File: src/rtl/regfile_mp_pkg.sv
// Shared types and default constants for the multi-port register file slice.
package regfile_mp_pkg;

    typedef enum logic {
        IDLE  = 1'b0,
        CLEAR = 1'b1
    } rf_state_t;

    localparam int          SP_IDX_DEF  = 2;
    // Top of the data memory window; the stack grows down from here.
    localparam logic [31:0] MEM_DEPTH   = 32'h0001_0000;
    localparam logic [31:0] SP_INIT_DEF = 32'h0100_0000 + MEM_DEPTH;

endpackage

File: src/rtl/regfile_mp_scoreboard.sv
// Pending-write scoreboard: one busy bit per register, issue sets, writeback clears.
module regfile_scoreboard
    import regfile_mp_pkg::*;
#(
    parameter int NREGS = 32,
    parameter int NREAD = 3,
    parameter int AW    = 5
) (
    input  logic               clock,
    input  logic               reset,
    input  logic               flush,
    input  logic               set_en,
    input  logic [AW-1:0]      set_idx,
    input  logic [1:0]         clr_en,
    input  logic [2*AW-1:0]    clr_idx,
    input  logic [NREAD*AW-1:0] rd_addr,
    output logic [NREAD-1:0]   rd_busy
);

    logic [NREGS-1:0] busy;
    logic [NREGS-1:0] busy_next;

    always_ff @(posedge clock or posedge reset) begin
        if (reset) begin
            busy <= '0;
        end else begin
            busy <= busy_next;
        end
    end

    // Set is applied after the clears so a same-cycle issue keeps the entry pending.
    always_comb begin
        busy_next = busy;
        if (flush) begin
            busy_next = '0;
        end else begin
            for (int k = 0; k < 2; k++) begin
                if (clr_en[k]) begin
                    busy_next[clr_idx[k*AW +: AW]] = 1'b0;
                end
            end
            if (set_en) begin
                busy_next[set_idx] = 1'b1;
            end
        end
        busy_next[0] = 1'b0;
    end

    function automatic logic lookup(input logic [AW-1:0] a);
        logic hit;
        hit = busy[a] && (a != '0);
        for (int k = 0; k < 2; k++) begin
            if (clr_en[k] && clr_idx[k*AW +: AW] == a) begin
                hit = 1'b0;
            end
        end
        return hit;
    endfunction

    always_comb begin
        rd_busy = '0;
        for (int i = 0; i < NREAD; i++) begin
            rd_busy[i] = lookup(rd_addr[i*AW +: AW]);
        end
    end

endmodule

File: src/rtl/regfile_mp.sv
// Two-write, NREAD-read register file with bypass, pending-write scoreboard and
// a sequential clear engine that also runs out of reset.
module regfile_mp
    import regfile_mp_pkg::*;
#(
    parameter int              XLEN    = 32,
    parameter int              NREGS   = 32,
    parameter int              NREAD   = 3,
    parameter int              SP_IDX  = SP_IDX_DEF,
    parameter logic [XLEN-1:0] SP_INIT = XLEN'(SP_INIT_DEF),
    parameter bit              SP_LOCK = 1'b1,
    localparam int             AW      = $clog2(NREGS)
) (
    input  logic                  clock,
    input  logic                  reset,
    input  logic [NREAD*AW-1:0]   rd_addr,
    output logic [NREAD*XLEN-1:0] rd_data,
    output logic [NREAD-1:0]      rd_busy,
    input  logic [1:0]            wr_en,
    input  logic [2*AW-1:0]       wr_addr,
    input  logic [2*XLEN-1:0]     wr_data,
    input  logic                  issue_en,
    input  logic [AW-1:0]         issue_rd,
    input  logic                  clear_req,
    output logic                  clear_busy
);

    localparam logic [AW-1:0] SP_A = AW'(SP_IDX);
    localparam logic [AW-1:0] LAST = AW'(NREGS - 1);

    rf_state_t       state;
    rf_state_t       state_next;
    logic [AW-1:0]   ptr;
    logic [AW-1:0]   ptr_next;
    logic [XLEN-1:0] regs [NREGS];

    logic [AW-1:0]   wa [2];
    logic [XLEN-1:0] wd [2];
    logic [1:0]      wr_legal;
    logic [AW-1:0]   rd_idx [NREAD];
    logic [NREAD-1:0] sb_rd_busy;

    // A write only counts when idle and not aimed at x0 or a locked stack pointer.
    always_comb begin
        for (int k = 0; k < 2; k++) begin
            wa[k]       = wr_addr[k*AW +: AW];
            wd[k]       = wr_data[k*XLEN +: XLEN];
            wr_legal[k] = wr_en[k] && (state == IDLE) && (wa[k] != '0)
                          && !(SP_LOCK && (wa[k] == SP_A));
        end
        for (int i = 0; i < NREAD; i++) begin
            rd_idx[i] = rd_addr[i*AW +: AW];
        end
    end

    always_ff @(posedge clock or posedge reset) begin
        if (reset) begin
            state <= CLEAR;
            ptr   <= '0;
        end else begin
            state <= state_next;
            ptr   <= ptr_next;
        end
    end

    always_comb begin
        state_next = state;
        ptr_next   = '0;
        case (state)
            IDLE: begin
                if (clear_req) begin
                    state_next = CLEAR;
                end
            end
            CLEAR: begin
                ptr_next = ptr + AW'(1);
                if (ptr == LAST) begin
                    state_next = IDLE;
                    ptr_next   = '0;
                end
            end
            default: state_next = CLEAR;
        endcase
    end

    assign clear_busy = (state == CLEAR);

    // Storage has no reset; its contents come only from the clear walk.
    always_ff @(posedge clock) begin
        if (state == CLEAR) begin
            regs[ptr] <= (ptr == SP_A) ? SP_INIT : '0;
        end else begin
            for (int k = 0; k < 2; k++) begin
                if (wr_legal[k]) begin
                    regs[wa[k]] <= wd[k];
                end
            end
        end
    end

    // Later write port overrides earlier one, matching commit priority.
    always_comb begin
        rd_data = '0;
        for (int i = 0; i < NREAD; i++) begin
            if ((state == IDLE) && (rd_idx[i] != '0)) begin
                rd_data[i*XLEN +: XLEN] = regs[rd_idx[i]];
                for (int k = 0; k < 2; k++) begin
                    if (wr_legal[k] && (wa[k] == rd_idx[i])) begin
                        rd_data[i*XLEN +: XLEN] = wd[k];
                    end
                end
            end
        end
    end

    regfile_scoreboard #(
        .NREGS (NREGS),
        .NREAD (NREAD),
        .AW    (AW)
    ) u_scoreboard (
        .clock   (clock),
        .reset   (reset),
        .flush   (state == CLEAR),
        .set_en  (issue_en && (state == IDLE) && (issue_rd != '0)),
        .set_idx (issue_rd),
        .clr_en  (wr_legal),
        .clr_idx ({wa[1], wa[0]}),
        .rd_addr (rd_addr),
        .rd_busy (sb_rd_busy)
    );

    assign rd_busy = sb_rd_busy & {NREAD{state == IDLE}};

endmodule

File: config.mk
export PLATFORM = sky130hd
export DESIGN_NAME = regfile_mp
export DESIGN_NICKNAME = d
export VERILOG_FILES = /design/src/rtl/regfile_mp_pkg.sv /design/src/rtl/regfile_mp_scoreboard.sv /design/src/rtl/regfile_mp.sv
export SDC_FILE = /design/constraint.sdc
export NUM_CORES = 2
export LEC_CHECK = 0
export CAP_MARGIN = 0
export CORE_MARGIN = 2
export CORE_UTILIZATION = 40
export CTS_BUF_LIST = sky130_fd_sc_hd__clkbuf_8
export CTS_CLUSTER_DIAMETER = 60
export DETAILED_ROUTE_END_ITERATION = 6
export PLACE_DENSITY_LB_ADDON = 0.15
export SLEW_MARGIN = 15
export SYNTH_ARGS = -nofsm -noshare
export SYNTH_HDL_FRONTEND = slang
export SYNTH_HIERARCHICAL = 1
export SYNTH_SLANG_ARGS = --single-unit
export TNS_END_PERCENT = 50
File: constraint.sdc
create_clock -name clock -period 6.3 [get_ports clock]
set_clock_uncertainty 0.05 [all_clocks]
set_input_delay 1.89 -clock clock [delete_from_list [all_inputs] [get_ports clock]]
set_output_delay 1.89 -clock clock [all_outputs]
set_load 0.005 [all_outputs]
==> results.tsv <==
stage	metric	value	unit
route	drc	1	
floorplan	die_x	425.1	um
grt	grt_antenna_before_repair	18	
grt	grt_usage	36.96	%
clock_tree	clk_path_buf_depth	3	
setup_path	critPathMaxFanout	11	
setup_path	crit_start	wr_addr[4]	
synth	synth.distinct_cells	74	
setup_path	cp.arrival	4360	ps
clock_tree	cts_root_buffer	clkbuf_8	
floorplan	row_count	154	
grt	grt_max_degree	61	
setup_path	crit_end	rd_data[79]	
route	drt-total-wl	342000	um
finish	drive_gt1_share	29.81	%
run	maxCapViolCount	0	
power	power_leakage	31.33	nW
sta	worst_slew_pin_slew	1287	ps
setup_path	required	4360	ps
synth	synth-seq-area-share	44.65	%
clock_tree	clk_latency	970	ps
clock_tree	holdBufCountCts	0	
floorplan	coreArea	176100	sq um
sta	report.final.slew_viol_count	0	
setup_path	reg2reg_to	regs[17][17]$_DFFE_PP_	
synth	ys_seq_elements	1061	
sta	finalCritPeriodShare	100.1	%
finish	layout.nets	6782	
placement	dp_slack	-711.2	ps
synth	syn_area_per_cell	11.41	sq um
synth	synthTopCellsByArea	edfxtp_1 43%, mux4_2 20%, o21ai_0 7.5%, nand2_1 5.3%, mux2i_1 4.1%	
worst_hold_path	hold_class	flop to flop	
synth	synth_area	70940	sq um
clock_tree	h-tree-depth	4	
synth	syn-instance-count	6219	
setup_path	cp-end-kind	primary output	
clock_tree	cts_tree	done	
clock_tree	clk_pin_slew	60	ps
sta	slew_headroom	13.99	%
finish	fin_cells	9189	
finish	area_growth	22.80	%
route	wl_per_cell	37.22	um
synth	synth_flop_cell	edfxtp_1	
synth	yosysWarnings	6	
run_status	violations	DRC, setup timing	
placement	place_hpwl	216200	um
floorplan	start_util	40.28	%
synth	synth_top_area_share	43.34	%
sta	rsz0062_at_grt	true	
run_status	status	finished with violations	
synth	synth_edf_count	1024	
setup_path	ff2ff_setup_slack	1950	ps
grt	grt_pass1_wl	467400	um
route	drtPass1Iterations	7	
sta	hold_viol	0	
route	num_vias	62790	
sta	setup_violations	1	
floorplan	io_pins	200	
finish	layout_commonest_cell	o21ai_0	
route	routed_via_density	6.833	
power	powerDensity	234.1	nW/um^2
synth	synthArstFlopShare	3.487	%
placement	port_buffers	199	
grt	gr-total-overflow	0	
finish	fillers	15580	
sta	timing.fmax	158.6	MHz
floorplan	die_y	425.1	um
route	drt_iter0_markers	10690	
sta	finalWorstSetupSlack	-4.363	ps
setup_path	r2r-start	clear_busy$_DFF_PP1_	
clock_tree	clock-sinks	1061	
synth	synth_top_area_cell	edfxtp_1	
floorplan	die_area	180700	sq um
placement	dp_cells	8721	
setup_path	start_kind	input pin	
finish	final_cell_mix	1036 x o21ai_0, 1024 x edfxtp_1, 996 x nand2_1, 637 x mux4_2, 565 x buf_4	
clock_tree	cts_buffers	196	
setup_path	worstRegToRegCells	10	
setup_path	crit_type	input pin to primary output	
grt	grt_pass1_vias	58870	
power	max-vdd-ir-drop	0.2340	mV
placement	gp_congestion	0.9386	
sta	final.min_clock_period	6304	ps
synth	synth.net_count	6322	
route	ant_nets	0	
[logic make-up (layout without fill, tap and decap cells)]
group | count (synthesis) | in the layout | synth area share (%)
AOI/OAI and AO/OA | 1692 | 1692 | 14.60
and+or+nand+nor | 1548 | 1548 | 9.519
DFF | 1061 | 1061 | 44.65
muxes | 995 | 995 | 25.48
buffers and inverters | 858 | 1476 | 4.931
xor gates and xnor gates | 62 | 62 | 0.7654
adders and majority gates | 3 | 3 | 0.05292
other | 0 | 12 | 0
[Yosys cell counts, types with 4 or more instances]
library cell,count
a211oi_1,9
a21o_1,21
a21oi_1,71
a221o_1,62
a221oi_1,114
a22o_1,31
a22oi_1,220
a31oi_1,5
and2_1,42
and3_1,42
and3b_1,17
buf_1,54
buf_2,150
buf_4,7
buf_6,8
clkbuf_1,560
dfrtp_1,36
edfxtp_1,1024
inv_1,75
mux2_2,64
mux2i_1,289
mux4_1,4
mux4_2,637
nand2_1,999
nand2b_1,15
nand3_1,48
nand4_1,62
nor2_1,162
nor2b_1,11
nor3_1,78
nor3b_1,22
nor4_1,16
o211a_1,11
o211ai_2,30
o21ai_0,1059
o22ai_1,34
or2_2,7
xnor2_1,32
xor2_1,30
[flip-flops by register name, indices dropped and copies added, names as in the netlist]
name               flops
u_scoreboard/busy     31
ptr                    5
regs                1024
clear_busy             1
[power by group]
| group | switching, mW | internal [mW] | leakage (nW) |
|---|---|---|---|
| clock network | 3.35 | 3.32 | 2.12 |
| registers | 0.356 | 8.43 | 10.2 |
| logic | 2.99 | 1.95 | 19.0 |
[metrics by stage]
| stage | TNS, ps | power (mW) | hold WS, ps | cell area [sq um] | utilization [%] |
|---|---|---|---|---|---|
| after floorplan | 0 | 11.09 | 430.5 | 70940 | - |
| after global placement | -37560 | 13.48 | 501.9 | 81560 | 46.31 |
| after detailed placement | -36150 | 13.51 | 507.2 | 81570 | 46.32 |
| after CTS | -2386 | 20.15 | 517.6 | 86450 | 49.09 |
| after global routing | -192.3 | 20.81 | 562.8 | 87100 | 49.46 |
| final | -4.363 | 20.39 | 516.2 | 87120 | 49.47 |
[metal layers]
layer  up-vias  global-route usage, %  wire, um
li1      25140                      -         -
met1     31270                  49.54    124800
met2      5345                  53.37    145500
met3      1020                  11.45     50660
met4        12                  20.22     20920
met5         -                      0        95
[critical path, stage by stage]
cell	delay (ps)
clkdlybuf4s15_1	230
buf_6	150
buf_4	160
xnor2_1	230
nand3_1	150
nor4_4	160
buf_6	220
and2_4	190
buf_4	120
buf_12	170
a221o_1	170
clkdlybuf4s50_1	490
[area by class of cell]
class | instances | area, sq um | share of cell area, %
multi-input cells | 4300 | 36860 | 42.31
flip-flops and latches | 1061 | 31680 | 36.36
repair buffers | 1042 | 11600 | 13.32
well taps | 2340 | 2928 | 3.361
clock buffers | 202 | 2780 | 3.191
clock inverters | 154 | 944.7 | 1.084
inverters | 78 | 300.3 | 0.3447
diodes | 12 | 30.03 | 0.03447
[how the worst min path moves through the flow]
stage / startpoint / end / slack [ps] / cells past startpoint
final: ptr[0]$_DFF_PP0_ / ptr[0]$_DFF_PP0_ / 520 / 1
after global placement: ptr[0]$_DFF_PP0_ / ptr[0]$_DFF_PP0_ / 500 / 1
after detailed placement: ptr[0]$_DFF_PP0_ / ptr[0]$_DFF_PP0_ / 510 / 1
after CTS: ptr[0]$_DFF_PP0_ / ptr[0]$_DFF_PP0_ / 520 / 1
after floorplan: ptr[0]$_DFF_PP0_ / ptr[0]$_DFF_PP0_ / 430 / 1
after global routing: ptr[0]$_DFF_PP0_ / ptr[0]$_DFF_PP0_ / 560 / 1
[what timing repair did]
action,in CTS,in global routing
pin swaps,29,24
setup endpoints to repair,99,81
gates resized for setup,195,120
setup buffers,66,22
cloned,5,8
Power figures use the tool's default switching activity.
